**config.mk**
```make
export PLATFORM = sky130hd
export DESIGN_NAME = store_pack_buffer_flat
export DESIGN_NICKNAME = d
export VERILOG_FILES = /design/src/rtl/store_pack_buffer_if.sv /design/src/rtl/store_pack_buffer.sv /design/src/flat_wrapper.sv
export SDC_FILE = /design/constraint.sdc
export NUM_CORES = 1
export LEC_CHECK = 0
export CAP_MARGIN = 10
export CORE_UTILIZATION = 53
export CTS_CLUSTER_DIAMETER = 150
export DETAILED_ROUTE_END_ITERATION = 12
export PLACE_DENSITY = 0.9
export SYNTH_ARGS = -nofsm -noshare
export SYNTH_HDL_FRONTEND = slang
export SYNTH_SLANG_ARGS = --single-unit
```
**constraint.sdc**
```tcl
create_clock -name clk -period 10.4 [get_ports clk]
set_input_delay 2.08 -clock clk [delete_from_list [all_inputs] [get_ports clk]]
set_output_delay 2.08 -clock clk [all_outputs]
set_load 0.02 [all_outputs]
```
**src/rtl/store_pack_buffer_if.sv**
```systemverilog
// Store-side bus bundle: MEM-stage store request handshake plus data-memory write port.
// The buffer takes the slave modport; the store issuer / memory side takes master.
interface store_pack_buffer_if;
    logic        st_valid;
    logic        st_ready;
    logic [31:0] st_addr;
    logic [1:0]  st_size;
    logic [31:0] st_data;
    logic        mem_valid;
    logic        mem_ready;
    logic [31:0] mem_addr;
    logic [31:0] mem_wdata;
    logic [3:0]  mem_be;

    modport master (
        output st_valid, st_addr, st_size, st_data, mem_ready,
        input  st_ready, mem_valid, mem_addr, mem_wdata, mem_be
    );

    modport slave (
        input  st_valid, st_addr, st_size, st_data, mem_ready,
        output st_ready, mem_valid, mem_addr, mem_wdata, mem_be
    );
endinterface

```
**src/rtl/store_pack_buffer.sv**
```systemverilog
// Packs byte/half/word stores into word-aligned writes with byte enables and queues them in a FIFO.
// Define STORE_ALIGN_CHECK_EN to reject misaligned half/word stores with a misalign_err pulse.
module store_pack_buffer #(
    parameter int DEPTH = 2
) (
    input  logic                 clk,
    input  logic                 reset,
    store_pack_buffer_if.slave   bus,
    output logic                 misalign_err,
    output logic                 empty
);
    localparam int AW = (DEPTH > 1) ? $clog2(DEPTH) : 1;
    localparam logic [AW:0] FULL_CNT = (AW + 1)'(DEPTH);

    typedef struct packed {
        logic [29:0] waddr;
        logic [31:0] wdata;
        logic [3:0]  be;
    } entry_t;

    entry_t        fifo_q [DEPTH];
    entry_t        fifo_d [DEPTH];
    logic [AW-1:0] wr_ptr_q, wr_ptr_d;
    logic [AW-1:0] rd_ptr_q, rd_ptr_d;
    logic [AW:0]   count_q, count_d;

    entry_t pack;
    entry_t head;
    logic   legal;
    logic   push;
    logic   pop;
    logic   enq;

    always_comb begin
        pack       = '0;
        pack.waddr = bus.st_addr[31:2];
        legal      = 1'b1;
        case (bus.st_size)
            2'd0: begin
                pack.wdata = {4{bus.st_data[7:0]}};
                pack.be    = 4'b0001 << bus.st_addr[1:0];
            end
            2'd1: begin
                pack.wdata = {2{bus.st_data[15:0]}};
                pack.be    = bus.st_addr[1] ? 4'b1100 : 4'b0011;
            end
            2'd2: begin
                pack.wdata = bus.st_data;
                pack.be    = 4'b1111;
            end
            default: legal = 1'b0;
        endcase
    end

    assign bus.st_ready = (count_q != FULL_CNT);
    assign push         = bus.st_valid && bus.st_ready;
    assign pop          = bus.mem_valid && bus.mem_ready;

`ifdef STORE_ALIGN_CHECK_EN
    logic misal;
    logic misalign_err_q, misalign_err_d;

    always_comb begin
        misal = 1'b0;
        if (bus.st_size == 2'd1)
            misal = bus.st_addr[0];
        else if (bus.st_size == 2'd2)
            misal = (bus.st_addr[1:0] != 2'b00);
    end

    assign enq            = push && legal && !misal;
    assign misalign_err_d = push && (!legal || misal);

    always_ff @(posedge clk) begin
        if (!reset) misalign_err_q <= 1'b0;
        else        misalign_err_q <= misalign_err_d;
    end

    assign misalign_err = misalign_err_q;
`else
    assign enq          = push && legal;
    assign misalign_err = 1'b0;
`endif

    always_comb begin
        fifo_d   = fifo_q;
        wr_ptr_d = wr_ptr_q;
        rd_ptr_d = rd_ptr_q;
        count_d  = count_q;
        if (enq) begin
            fifo_d[wr_ptr_q] = pack;
            wr_ptr_d         = wr_ptr_q + AW'(1);
        end
        if (pop)
            rd_ptr_d = rd_ptr_q + AW'(1);
        case ({enq, pop})
            2'b10:   count_d = count_q + (AW + 1)'(1);
            2'b01:   count_d = count_q - (AW + 1)'(1);
            default: count_d = count_q;
        endcase
    end

    always_ff @(posedge clk) begin
        if (!reset) begin
            wr_ptr_q <= '0;
            rd_ptr_q <= '0;
            count_q  <= '0;
        end else begin
            wr_ptr_q <= wr_ptr_d;
            rd_ptr_q <= rd_ptr_d;
            count_q  <= count_d;
        end
    end

    // Storage needs no reset: count gates every read of it.
    always_ff @(posedge clk) begin
        fifo_q <= fifo_d;
    end

    assign head          = fifo_q[rd_ptr_q];
    assign bus.mem_valid = (count_q != '0);
    assign empty         = (count_q == '0);
    assign bus.mem_addr  = bus.mem_valid ? {head.waddr, 2'b00} : 32'h0;
    assign bus.mem_wdata = bus.mem_valid ? head.wdata : 32'h0;
    assign bus.mem_be    = bus.mem_valid ? head.be : 4'h0;
endmodule

```
**src/flat_wrapper.sv**
```systemverilog
// flat-port wrapper written by rule: the top's interface ports become plain ports
module store_pack_buffer_flat 
#(
    parameter int DEPTH = 2
)
  (clk, reset, misalign_err, empty, bus_st_valid, bus_st_addr, bus_st_size, bus_st_data, bus_mem_ready, bus_st_ready, bus_mem_valid, bus_mem_addr, bus_mem_wdata, bus_mem_be);
  store_pack_buffer_if bus_i ();
  input  logic clk;
  input  logic reset;
  output logic misalign_err;
  output logic empty;
  input wire logic [$bits(bus_i.st_valid)-1:0] bus_st_valid;
  input wire logic [$bits(bus_i.st_addr)-1:0] bus_st_addr;
  input wire logic [$bits(bus_i.st_size)-1:0] bus_st_size;
  input wire logic [$bits(bus_i.st_data)-1:0] bus_st_data;
  input wire logic [$bits(bus_i.mem_ready)-1:0] bus_mem_ready;
  output wire logic [$bits(bus_i.st_ready)-1:0] bus_st_ready;
  output wire logic [$bits(bus_i.mem_valid)-1:0] bus_mem_valid;
  output wire logic [$bits(bus_i.mem_addr)-1:0] bus_mem_addr;
  output wire logic [$bits(bus_i.mem_wdata)-1:0] bus_mem_wdata;
  output wire logic [$bits(bus_i.mem_be)-1:0] bus_mem_be;
  assign bus_i.st_valid = bus_st_valid;
  assign bus_i.st_addr = bus_st_addr;
  assign bus_i.st_size = bus_st_size;
  assign bus_i.st_data = bus_st_data;
  assign bus_i.mem_ready = bus_mem_ready;
  assign bus_st_ready = bus_i.st_ready;
  assign bus_mem_valid = bus_i.mem_valid;
  assign bus_mem_addr = bus_i.mem_addr;
  assign bus_mem_wdata = bus_i.mem_wdata;
  assign bus_mem_be = bus_i.mem_be;
  store_pack_buffer #(.DEPTH(DEPTH)) u_core (.clk(clk), .reset(reset), .bus(bus_i), .misalign_err(misalign_err), .empty(empty));
endmodule
```
==> metrics <==
vias per cell 5.327; clk sink count 136; Routed Antenna Nets 0; largest cells by area after synthesis edfxtp_1 70%, mux2i_1 12%, nor2_1 4.6%, a21oi_1 1.8%, o21ai_0 1.7%; post-DP HPWL 7689 um; Avg Cell Area, Syn 14.45 um^2; Longest Clk Path Bufs 2; Reg clk slew, reported paths 0.05 ns; number of hold buffers added after cts 0; CTS Buf Count 17; post-synth top area cell edfxtp_1; TritonCTS clock tree yes; post-route setup TNS 0 ns; DRT Pass-1 Iters 5; Yosys reg bits 136; Port Buffers 138; Layout Skew 0.008453 ns; Hold WC Path Type reg2reg; Slew headroom 0.2240; Critical Path Source Type register; H-tree Lvls 4; area share of the largest cell type after synthesis 0.6978; Max IR drop VDD 153.1 uV; Crit. End Element primary output; Tot Pwr 0.002009 W; DRT iter0 DRCs 296; RSZ-0062 raised after global routing no; pwr dens 260.5 nW/um^2; Area Overhead vs Synth 35.77%; die width 105.5 um; status complete, no violations; global route total overflow 0; GPL Wtd Cong 0.8531; final worst-path cycle share 0.4625; Placeable Area 10370 um^2; Root Driver clkbuf_8; final hold vios 0; Gate Count Post-Synth 393; crit-path max FO 67; Netlist Area Pre-Place 5680 um^2; die area 11140 um^2; Clock Latency Late Sink 0.50 ns; minimum clock period 4.810 ns; crit path kind reg2out; commonest cells after routing, fill and taps aside 138 x clkdlybuf4s50_1, 132 x edfxtp_1, 68 x mux2i_1, 68 x nor2_1, 20 x a21oi_1; Synth cell types 25; per-cell routed wire length 17.43 um; share of layout cells above drive strength 1 0.06446; via count 3617; Max-Cap Viols 0; Post-CTS Setup Bufs 0; WL final 11840 um; first-pass GRT wire length 17940 um; setup ws final 5.590 ns; FF-to-FF setup slack 7.95 ns; die height 105.5 um; Resized cells post-CTS 0; vias in the first global route 3567; Starting Density 0.5478; Final nets 601; CP Data Arrival Time 2.73 ns; pin count of the biggest net entering global routing 68; synth warn 0; io pins 142; leakage power 2.634 nW; antenna cell count 0; Slew @ Worst Pin 1.164 ns; Critical Path RT 8.32 ns; overall routing resource usage 0.2190; final setup vio count 0; post-route DRC violation count 0; # rows 37; commonest non-fill, non-tap cell in the layout clkdlybuf4s50_1; fmax 207.9 MHz; initial antenna violation count 0; register area share after synthesis 0.7119; Place WS 5.116 ns; Fill cells 650; max-slew violations 0
## area by class of cell
type / count / area, um^2 / share of cell area
clock inverter: 13 / 178.9 / 0.02320
sequential: 136 / 4048 / 0.5248
tap: 136 / 170.2 / 0.02206
timing repair buffer: 141 / 1404 / 0.1820
clock buffer: 19 / 421.7 / 0.05467
multi-input combinational: 230 / 1475 / 0.1913
inverter: 4 / 15.01 / 0.001947
## cell families after synthesis
logic type      count (synthesis)  share of synthesized area
flops                         136                     0.7119
simple gates                  106                    0.08084
mux                            68                     0.1198
compound gates                 49                    0.04758
buf+inv                        29                    0.03238
xor+xnor                        3                   0.004626
fa+ha+maj                       1                   0.002202
other cells                     1                  0.0006602
## where the power goes
| part | total (W) | switching, W | internal [W] | leakage (nW) |
|---|---|---|---|---|
| logic | 0.000662 | 0.000350 | 0.000313 | 1.08 |
| clock network | 0.000599 | 0.000212 | 0.000388 | 0.287 |
| registers | 0.000748 | 0.0000681 | 0.000679 | 1.27 |
## state kept, by name (all words and copies together) (netlist names)
signal and cells:
u_core.fifo_q 132, u_core.count_q 2, u_core.rd_ptr_q 1, u_core.wr_ptr_q 1
## final timing paths
path	cells past startpoint	start	endpoint
worst min register to register	2	u_core.wr_ptr_q	u_core.wr_ptr_q
worst min-delay path	2	u_core.wr_ptr_q	u_core.wr_ptr_q
worst max register to register	4	u_core.count_q[0]	u_core.fifo_q[11]
worst max-delay path	4	u_core.count_q[1]	bus_mem_wdata[25]
## through the flow
stage            util  area (um^2)  hold slack (ns)  std cells
2_1_floorplan       -         5688           0.4514        395
3_3_place_gp   0.6858         7112           0.4909        647
3_5_place_dp   0.6858         7112           0.5281        647
4_1_cts        0.7437         7712           0.5354        679
5_1_grt        0.7437         7712           0.5782        679
6_report       0.7437         7712           0.5420        679
## synth_stat cells
cell type,n
edfxtp_1,132
nand2_1,11
a21boi_1,1
dfxtp_1,4
a21o_1,8
nor2b_1,10
mux2i_1,68
or3_1,1
buf_4,9
buf_2,9
o21a_1,1
and2_1,10
ha_1,1
clkbuf_1,3
nor2_1,70
or2_1,1
nand3_1,1
nand2b_1,2
inv_1,3
buf_6,4
conb_1,1
a21oi_1,20
inv_2,1
o21ai_0,19
xnor2_1,3
## metal layers
metal  track usage  wire length (um)
met1        0.2760              4830
met2        0.3717              5959
met3       0.05566               872
met4       0.07143               174
met5             0                 0
## critical path: stages, from the launching register on
cell and delay [ns]:
dfxtp_1 0.34, or2_1 0.26, inv_2 0.81, nor2_1 0.21
clkdlybuf4s50_1 0.61
Power figures use the tool's default switching activity.
